**config.mk**
```make
export PLATFORM = sky130hd
export DESIGN_NAME = fpu_responder
export DESIGN_NICKNAME = d
export VERILOG_FILES = /design/src/rtl/fpu_pkg.sv /design/src/rtl/fpu_recip.sv /design/src/rtl/fpu_responder.sv
export SDC_FILE = /design/constraint.sdc
export NUM_CORES = 1
export LEC_CHECK = 0
export BUFFER_PORTS_ARGS = -buffer_cell sky130_fd_sc_hd__buf_4
export CAP_MARGIN = 10
export CORE_ASPECT_RATIO = 1.25
export CORE_UTILIZATION = 54
export DETAILED_ROUTE_END_ITERATION = 7
export PLACE_DENSITY = 0.73
export SETUP_SLACK_MARGIN = 0.02
export SLEW_MARGIN = 25
export SYNTH_ARGS = -nofsm -noshare
export SYNTH_HDL_FRONTEND = slang
export SYNTH_HIERARCHICAL = 1
export SYNTH_SLANG_ARGS = --single-unit
```
**constraint.sdc**
```tcl
create_clock -name clk -period 12.1 [get_ports clk]
set_clock_uncertainty 0.05 [all_clocks]
set_input_delay 0.605 -clock clk [delete_from_list [all_inputs] [get_ports clk]]
set_output_delay 0.605 -clock clk [all_outputs]
set_load 0.1 [all_outputs]
```
**src/rtl/fpu_pkg.sv**
```systemverilog
// fpu_pkg: opcodes, float field ranges, constants and FSM states
// shared by the 16-bit multi-cycle FP responder and its helpers.
package fpu_pkg;

   localparam logic [2:0] FOP_ADDF = 3'd0;
   localparam logic [2:0] FOP_SUBF = 3'd1;
   localparam logic [2:0] FOP_MULF = 3'd2;
   localparam logic [2:0] FOP_RECF = 3'd3;
   localparam logic [2:0] FOP_ITOF = 3'd4;
   localparam logic [2:0] FOP_FTOI = 3'd5;

   localparam int SIGN_BIT = 15;
   localparam int EXP_HI   = 14;
   localparam int EXP_LO   = 7;
   localparam int MANT_HI  = 6;
   localparam int MANT_LO  = 0;

   localparam int          BIAS = 127;
   localparam logic [14:0] FMAX = 15'h7F7F;

   typedef enum logic [2:0] {
      S_IDLE,
      S_ALIGN,
      S_CALC,
      S_NORM,
      S_RECIP,
      S_DONE
   } fpu_state_e;

   // Pack a normalised result, saturating or flushing out-of-range exponents.
   function automatic logic [15:0] fp_pack(
      input logic              s,
      input logic signed [9:0] e,
      input logic [6:0]        m
   );
      if (e > 10'sd254)
         return {s, FMAX};
      else if (e < 10'sd1)
         return 16'h0000;
      else
         return {s, e[7:0], m};
   endfunction

endpackage

```
**src/rtl/fpu_recip.sv**
```systemverilog
// fpu_recip: reciprocal mantissa floor(32768/(128+m))-128 behind start/done.
// FPU_RECIP_TABLE_EN selects a 1-cycle ROM; otherwise an 8-cycle divider.
module fpu_recip
   import fpu_pkg::*;
#(
   parameter string RECIP_FILE = "reciprocal_look.mem"
) (
   input  logic       clk,
   input  logic       reset,
   input  logic       i_start,
   input  logic [6:0] i_mant,
   output logic       o_done,
   output logic [6:0] o_mant
);

`ifdef FPU_RECIP_TABLE_EN
   logic [7:0] r_rom [0:127];
   logic       r_done;
   logic [6:0] r_mant;

   initial begin
      for (int i = 0; i < 128; i++)
         r_rom[i] = 8'((32768 / (128 + i)) - 128);
   end

   always_ff @(posedge clk) begin
      if (reset) begin
         r_done <= 1'b0;
         r_mant <= 7'h00;
      end else begin
         r_done <= i_start;
         if (i_start)
            r_mant <= r_rom[i_mant][MANT_HI:MANT_LO];
      end
   end

   assign o_done = r_done;
   assign o_mant = r_mant;
`else
   logic       r_busy;
   logic       r_done;
   logic [2:0] r_cnt;
   logic [7:0] r_rem;
   logic [7:0] r_d;
   logic [6:0] r_q;
   logic [8:0] w_t;
   logic       w_ge;

   // Remainder stays below the divisor, so one doubled step fits 9 bits.
   assign w_t  = {r_rem, 1'b0};
   assign w_ge = w_t >= {1'b0, r_d};

   always_ff @(posedge clk) begin
      if (reset) begin
         r_busy <= 1'b0;
         r_done <= 1'b0;
         r_cnt  <= 3'd0;
         r_rem  <= 8'h00;
         r_d    <= 8'h00;
         r_q    <= 7'h00;
      end else begin
         r_done <= 1'b0;
         if (i_start) begin
            r_busy <= 1'b1;
            r_cnt  <= 3'd0;
            r_rem  <= 8'h80;
            r_d    <= {1'b1, i_mant};
            r_q    <= 7'h00;
         end else if (r_busy) begin
            r_rem <= w_ge ? 8'(w_t - {1'b0, r_d})
                          : w_t[7:0];
            r_q   <= {r_q[5:0], w_ge};
            r_cnt <= r_cnt + 3'd1;
            if (r_cnt == 3'd7) begin
               r_busy <= 1'b0;
               r_done <= 1'b1;
            end
         end
      end
   end

   assign o_done = r_done;
   assign o_mant = r_q;
`endif

endmodule

```
**src/rtl/fpu_responder.sv**
```systemverilog
// fpu_responder: multi-cycle 16-bit FP unit (add/sub/mul/recip/itof/ftoi).
// Build option FPU_RECIP_TABLE_EN picks the ROM reciprocal in fpu_recip.
module fpu_responder
   import fpu_pkg::*;
#(
   parameter int    ALIGN_MAX  = 8,
   parameter string RECIP_FILE = "reciprocal_look.mem"
) (
   input  logic        clk,
   input  logic        reset,
   input  logic        req_valid,
   output logic        req_ready,
   input  logic [2:0]  req_op,
   input  logic [15:0] req_a,
   input  logic [15:0] req_b,
   output logic        resp_valid,
   input  logic        resp_ready,
   output logic [15:0] resp_data,
   output logic        resp_err
);

   localparam logic [7:0]        LP_AMAX = 8'(ALIGN_MAX);
   localparam logic signed [9:0] LP_BIAS = 10'(BIAS);

   fpu_state_e r_state, w_state_nxt;

   logic [2:0]        r_op;
   logic              r_sa, r_sb, r_s;
   logic [7:0]        r_ea, r_eb, r_ma, r_mb;
   logic signed [9:0] r_e;
   logic [15:0]       r_m;
   logic [15:0]       r_data;
   logic              r_err;

   logic [7:0]        w_ea_in, w_eb_in;
   logic              w_ill, w_a_zero;
   logic              w_rstart, w_rdone;
   logic [6:0]        w_rmant;
   logic              w_a_big, w_align_last;
   logic [7:0]        w_diff;
   logic [8:0]        w_sum;
   logic              w_ssign;
   logic [15:0]       w_prod;
   logic signed [9:0] w_mexp;
   logic              w_mzero;
   logic [3:0]        w_fsh;
   logic [14:0]       w_fmag;
   logic [15:0]       w_ftoi;
   logic signed [9:0] w_rexp;

   assign w_ea_in  = req_a[EXP_HI:EXP_LO];
   assign w_eb_in  = req_b[EXP_HI:EXP_LO];
   assign w_ill    = req_op > FOP_FTOI;
   assign w_a_zero = w_ea_in == 8'h00;
   assign w_rstart = (r_state == S_IDLE) && req_valid
                   && (req_op == FOP_RECF) && !w_a_zero;

   fpu_recip #(
      .RECIP_FILE (RECIP_FILE)
   ) u_recip (
      .clk     (clk),
      .reset   (reset),
      .i_start (w_rstart),
      .i_mant  (req_a[MANT_HI:MANT_LO]),
      .o_done  (w_rdone),
      .o_mant  (w_rmant)
   );

   assign w_a_big      = r_ea > r_eb;
   assign w_diff       = w_a_big ? r_ea - r_eb : r_eb - r_ea;
   assign w_align_last = (w_diff <= 8'd1) || (w_diff > LP_AMAX);

   always_comb begin
      w_sum   = 9'h000;
      w_ssign = 1'b0;
      if (r_sa == r_sb) begin
         w_sum   = {1'b0, r_ma} + {1'b0, r_mb};
         w_ssign = r_sa;
      end else if (r_ma >= r_mb) begin
         w_sum   = {1'b0, r_ma - r_mb};
         w_ssign = r_sa;
      end else begin
         w_sum   = {1'b0, r_mb - r_ma};
         w_ssign = r_sb;
      end
   end

   assign w_prod  = 16'(r_ma) * 16'(r_mb);
   assign w_mzero = (r_ea == 8'h00) || (r_eb == 8'h00);
   assign w_mexp  = $signed({2'b00, r_ea})
                  + $signed({2'b00, r_eb}) - LP_BIAS
                  + (w_prod[15] ? 10'sd1 : 10'sd0);

   // Significand scaled by 2^7 so exponents BIAS..BIAS+14 are right shifts.
   assign w_fsh  = 4'(8'(BIAS + 14) - r_ea);
   assign w_fmag = {r_ma, 7'b0} >> w_fsh;

   always_comb begin
      w_ftoi = 16'h0000;
      if (r_ea >= 8'(BIAS + 15))
         w_ftoi = r_sa ? 16'h8000 : 16'h7FFF;
      else if (r_ea >= 8'(BIAS))
         w_ftoi = r_sa ? 16'h0 - {1'b0, w_fmag}
                       : {1'b0, w_fmag};
   end

   assign w_rexp = (r_ma[6:0] == 7'h00 ? 10'sd254 : 10'sd253)
                 - $signed({2'b00, r_ea});

   always_ff @(posedge clk) begin
      if (reset)
         r_state <= S_IDLE;
      else
         r_state <= w_state_nxt;
   end

   always_comb begin
      w_state_nxt = r_state;
      req_ready   = 1'b0;
      resp_valid  = 1'b0;
      unique case (r_state)
         S_IDLE: begin
            req_ready = 1'b1;
            if (req_valid) begin
               if (w_ill)
                  w_state_nxt = S_DONE;
               else if (req_op == FOP_ADDF || req_op == FOP_SUBF)
                  w_state_nxt = S_ALIGN;
               else if (req_op == FOP_MULF || req_op == FOP_FTOI)
                  w_state_nxt = S_CALC;
               else if (req_op == FOP_ITOF)
                  w_state_nxt = S_NORM;
               else
                  w_state_nxt = w_a_zero ? S_DONE : S_RECIP;
            end
         end
         S_ALIGN:
            if (w_align_last) w_state_nxt = S_CALC;
         S_CALC: begin
            if (r_op == FOP_FTOI)
               w_state_nxt = S_DONE;
            else if (r_op == FOP_MULF)
               w_state_nxt = w_mzero ? S_DONE : S_NORM;
            else
               w_state_nxt = (w_sum == 9'h0) ? S_DONE : S_NORM;
         end
         S_NORM:
            if (r_m[15] || r_m == 16'h0) w_state_nxt = S_DONE;
         S_RECIP:
            if (w_rdone) w_state_nxt = S_DONE;
         S_DONE: begin
            resp_valid = 1'b1;
            if (resp_ready) w_state_nxt = S_IDLE;
         end
         default: w_state_nxt = S_IDLE;
      endcase
   end

   always_ff @(posedge clk) begin
      if (reset) begin
         r_op   <= 3'd0;
         r_sa   <= 1'b0;
         r_sb   <= 1'b0;
         r_s    <= 1'b0;
         r_ea   <= 8'h00;
         r_eb   <= 8'h00;
         r_ma   <= 8'h00;
         r_mb   <= 8'h00;
         r_e    <= 10'sd0;
         r_m    <= 16'h0000;
         r_data <= 16'h0000;
         r_err  <= 1'b0;
      end else begin
         unique case (r_state)
            S_IDLE: if (req_valid) begin
               r_op   <= req_op;
               r_sa   <= req_a[SIGN_BIT];
               r_sb   <= req_b[SIGN_BIT] ^ (req_op == FOP_SUBF);
               r_s    <= req_a[SIGN_BIT];
               r_ea   <= w_ea_in;
               r_eb   <= w_eb_in;
               r_ma   <= {w_ea_in != 8'h00, req_a[MANT_HI:MANT_LO]};
               r_mb   <= {w_eb_in != 8'h00, req_b[MANT_HI:MANT_LO]};
               r_e    <= LP_BIAS + 10'sd15;
               r_m    <= req_a[SIGN_BIT] ? 16'h0 - req_a : req_a;
               r_err  <= w_ill || (req_op == FOP_RECF && w_a_zero);
               r_data <= w_ill ? 16'h0000 : {req_a[SIGN_BIT], FMAX};
            end
            S_ALIGN: if (r_ea != r_eb) begin
               if (w_diff > LP_AMAX) begin
                  if (w_a_big) begin
                     r_mb <= 8'h00;
                     r_eb <= r_ea;
                  end else begin
                     r_ma <= 8'h00;
                     r_ea <= r_eb;
                  end
               end else if (w_a_big) begin
                  r_mb <= r_mb >> 1;
                  r_eb <= r_eb + 8'd1;
               end else begin
                  r_ma <= r_ma >> 1;
                  r_ea <= r_ea + 8'd1;
               end
            end
            S_CALC: begin
               if (r_op == FOP_FTOI) begin
                  r_data <= w_ftoi;
               end else if (r_op == FOP_MULF) begin
                  r_data <= 16'h0000;
                  r_s    <= r_sa ^ r_sb;
                  r_e    <= w_mexp;
                  r_m    <= {w_prod[15] ? w_prod[15:8]
                                        : w_prod[14:7], 8'h00};
               end else begin
                  r_data <= 16'h0000;
                  r_s    <= w_ssign;
                  r_e    <= $signed({2'b00, r_ea})
                          + (w_sum[8] ? 10'sd1 : 10'sd0);
                  r_m    <= {w_sum[8] ? w_sum[8:1]
                                      : w_sum[7:0], 8'h00};
               end
            end
            S_NORM: begin
               if (r_m == 16'h0000) begin
                  r_data <= 16'h0000;
               end else if (r_m[15]) begin
                  r_data <= fp_pack(r_s, r_e, r_m[14:8]);
               end else begin
                  r_m <= r_m << 1;
                  r_e <= r_e - 10'sd1;
               end
            end
            S_RECIP: if (w_rdone) begin
               r_data <= fp_pack(r_sa, w_rexp,
                  (r_ma[6:0] == 7'h00) ? 7'h00 : w_rmant);
            end
            default: ;
         endcase
      end
   end

   assign resp_data = r_data;
   assign resp_err  = r_err;

endmodule

```
==> metrics.cfg <==
[synthesis]
synth_fp_nets=1808
synth_seq_cells=112
yosys.area.top_type_share=0.182
synth_area_um2=12300
async_flop_share=0
netlist_top_cells_count=nor2_1 (195), nand2_1 (137), inv_1 (125)
synth.area.top_cells=dfxtp_1 (18%), ha_1 (11%), fa_1 (7.0%)
synth_top_area_cell=dfxtp_1
yosysUniqueCellTypes=103
synth.yosys.seq_area_share=0.182
synth_edf_count=0
yosysWarnings=6
yosysMostFrequentCell=nor2_1
ys.flop_type=dfxtp_1
syn_area_per_cell_um2=7.64
postSynthCellCount=1617

[setup_path]
worstSetupStartpointType=flip-flop
crit_type=reg -> reg
cp.required_ns=12.36
path_max_fanout=13
startpoint=r_ma[1]
end_kind=flip-flop
worst-endpoint-arrival_ns=8.14
slowest_delay_ns=0.68
critPathSlowestCell=dfxtp_1
timing.rr.start=r_ma[1]

[clock_network]
hold_buffers=0
cts.root.buffer_cell=clkbuf_16
cts_max_level=3
clk_latency_ns=0.38
ctsResizeCount=0
post_cts_buffers=0
clkTransAtPathRegs_ns=0.08
clockBufferDepth=2
cts_tree=done
cts_buffers=9
cts_sinks=112

[sta]
tightest_slew_ns=1.01
finalCritPeriodShare=0.651
fin_setup_tns_ns=0
slew_violations=0
fmax_mhz=127
rsz0062_at_grt=no
setup_viol=0
min_period_ns=7.87
finalHoldViolations=0
slew_headroom=0.326

[final_layout]
drive_gt1_frac=0.0804
finish.net_count=1802
synthToLayoutAreaGrowth_pct=6.53
diodes=0
multi_input_area_um2=9250
fin_area_um2=13200
ff_latch_area_um2=2240
fill_cells=2165

[floorplan]
initial_utilization=0.552
dieArea_um2=23500
num_rows=61
die_h_um=171
core_um2=22400
io_pins=58
chipWidth_um=137

[flow_run]
drv_cap=0

[drt]
firstDrtPassIters=5
drt-met1-wl_um=16200
drc_errors=0
top_layer=met4
dr_wl_met3_um=2490
ant_nets=0
drt_wl_total_um=41800
drtIter0Drc=1147
dr_total_vias=12400
avgRoutedWirePerCell_um=22.0
met2WireLength_um=20100
viasPerCell=6.55

[place]
hpwl_um=32400
placed_cell_area_um2=12800
port_buffers=57
gp_congestion=0.997

[global_routing]
grt_pass1_vias=11800
grt_pass1_wl_um=64800
grt.total_usage=0.364
antenna_found_initial=0
overflow=0
grt_max_degree=74

[min_path]
worstHoldPathType=reg -> reg
min_from=resp_err

[power_and_ir_drop]
p_leak_uw=0.00544
ir_drop_mv=0.333
power.density_nw_per_um2=320

[status]
status=complete, no violations

## metrics by stage
| step | utilization | setup slack, ns | hold slack, ns | std cells | power, uW |
|---|---|---|---|---|---|
| detailed placement | 0.575 | 4.39 | 0.397 | 1883 | 3810 |
| global route | 0.588 | 3.42 | 0.432 | 1899 | 4500 |
| floorplan | - | 5.30 | 0.384 | 1617 | 3010 |
| global placement | 0.574 | 4.61 | 0.394 | 1883 | 3780 |
| finish | 0.588 | 4.23 | 0.409 | 1899 | 4200 |
| CTS | 0.588 | 4.33 | 0.410 | 1899 | 4140 |
## layout by cell type (no fill, tap or decap), types with 16 or more instances in the layout
master / count
a211oi_1: 34
a21oi_1: 105
a221oi_1: 30
a311oi_1: 18
a31oi_1: 17
and2_1: 16
buf_4: 69
dfxtp_1: 112
fa_1: 43
ha_1: 109
inv_1: 125
mux2i_1: 41
nand2_1: 137
nand3_1: 37
nand4_1: 16
nor2_1: 192
nor3_1: 52
o211ai_1: 29
o21ai_0: 90
xnor2_1: 47
xor2_1: 17
## critical path, delay by kind of cell, from the launching register on
kind,cells,cell delay [ns]
mux,1,0.21
compound gates,10,1.95
buf+inv,5,0.67
simple gates,6,0.80
xor+xnor,1,0.65
fa+ha+maj,7,2.77
flops,1,0.68
## cell families (layout without fill, tap and decap cells)
logic type,Yosys count,count (layout),share of synthesized area
AOI/OAI and AO/OA,467,467,0.264
xor gates and xnor gates,65,65,0.0467
adders and majority gates,152,152,0.180
buffers and inverters,217,216,0.0700
DFF,112,112,0.182
muxes,52,52,0.0469
and+or+nand+nor,552,552,0.210
## area by class of cell
class	instances	area share
flip-flops and latches	112	0.170
clock buffers	10	0.0174
repair buffers	69	0.0394
inverters	131	0.0374
well taps	283	0.0269
multi-input cells	1288	0.703
clock inverters	6	0.00533
## power by group
part	internal [uW]	leakage, uW	switching [uW]
clock network	147	0.000145	169
logic	1090	0.00438	2090
registers	487	0.000919	223
total	1730	0.00544	2480
## layer usage
metal  GRT usage  up-vias
met5           0        -
met4       0.260        0
met3      0.0441      143
met2       0.614      531
met1       0.424     5942
li1            -     5822
## flip-flops by register name, indices dropped and copies added (netlist names), 3 cells and up
| signal | flops |
|---|---|
| u_recip/r_d | 8 |
| r_state | 3 |
| r_m | 16 |
| r_ea | 8 |
| r_eb | 8 |
| r_mb | 8 |
| u_recip/o_mant | 7 |
| r_op | 3 |
| u_recip/r_rem | 8 |
| r_e | 10 |
| u_recip/r_cnt | 3 |
| resp_data | 16 |
| r_ma | 8 |
## final timing paths
path               to  slack, ns  cells after the start
min reg2reg  resp_err       0.41                      2
max reg2reg    r_e[8]       4.23                     30
min          resp_err       0.41                      2
max            r_e[8]       4.23                     30
Note: power is estimated with default switching activity, not from simulation.
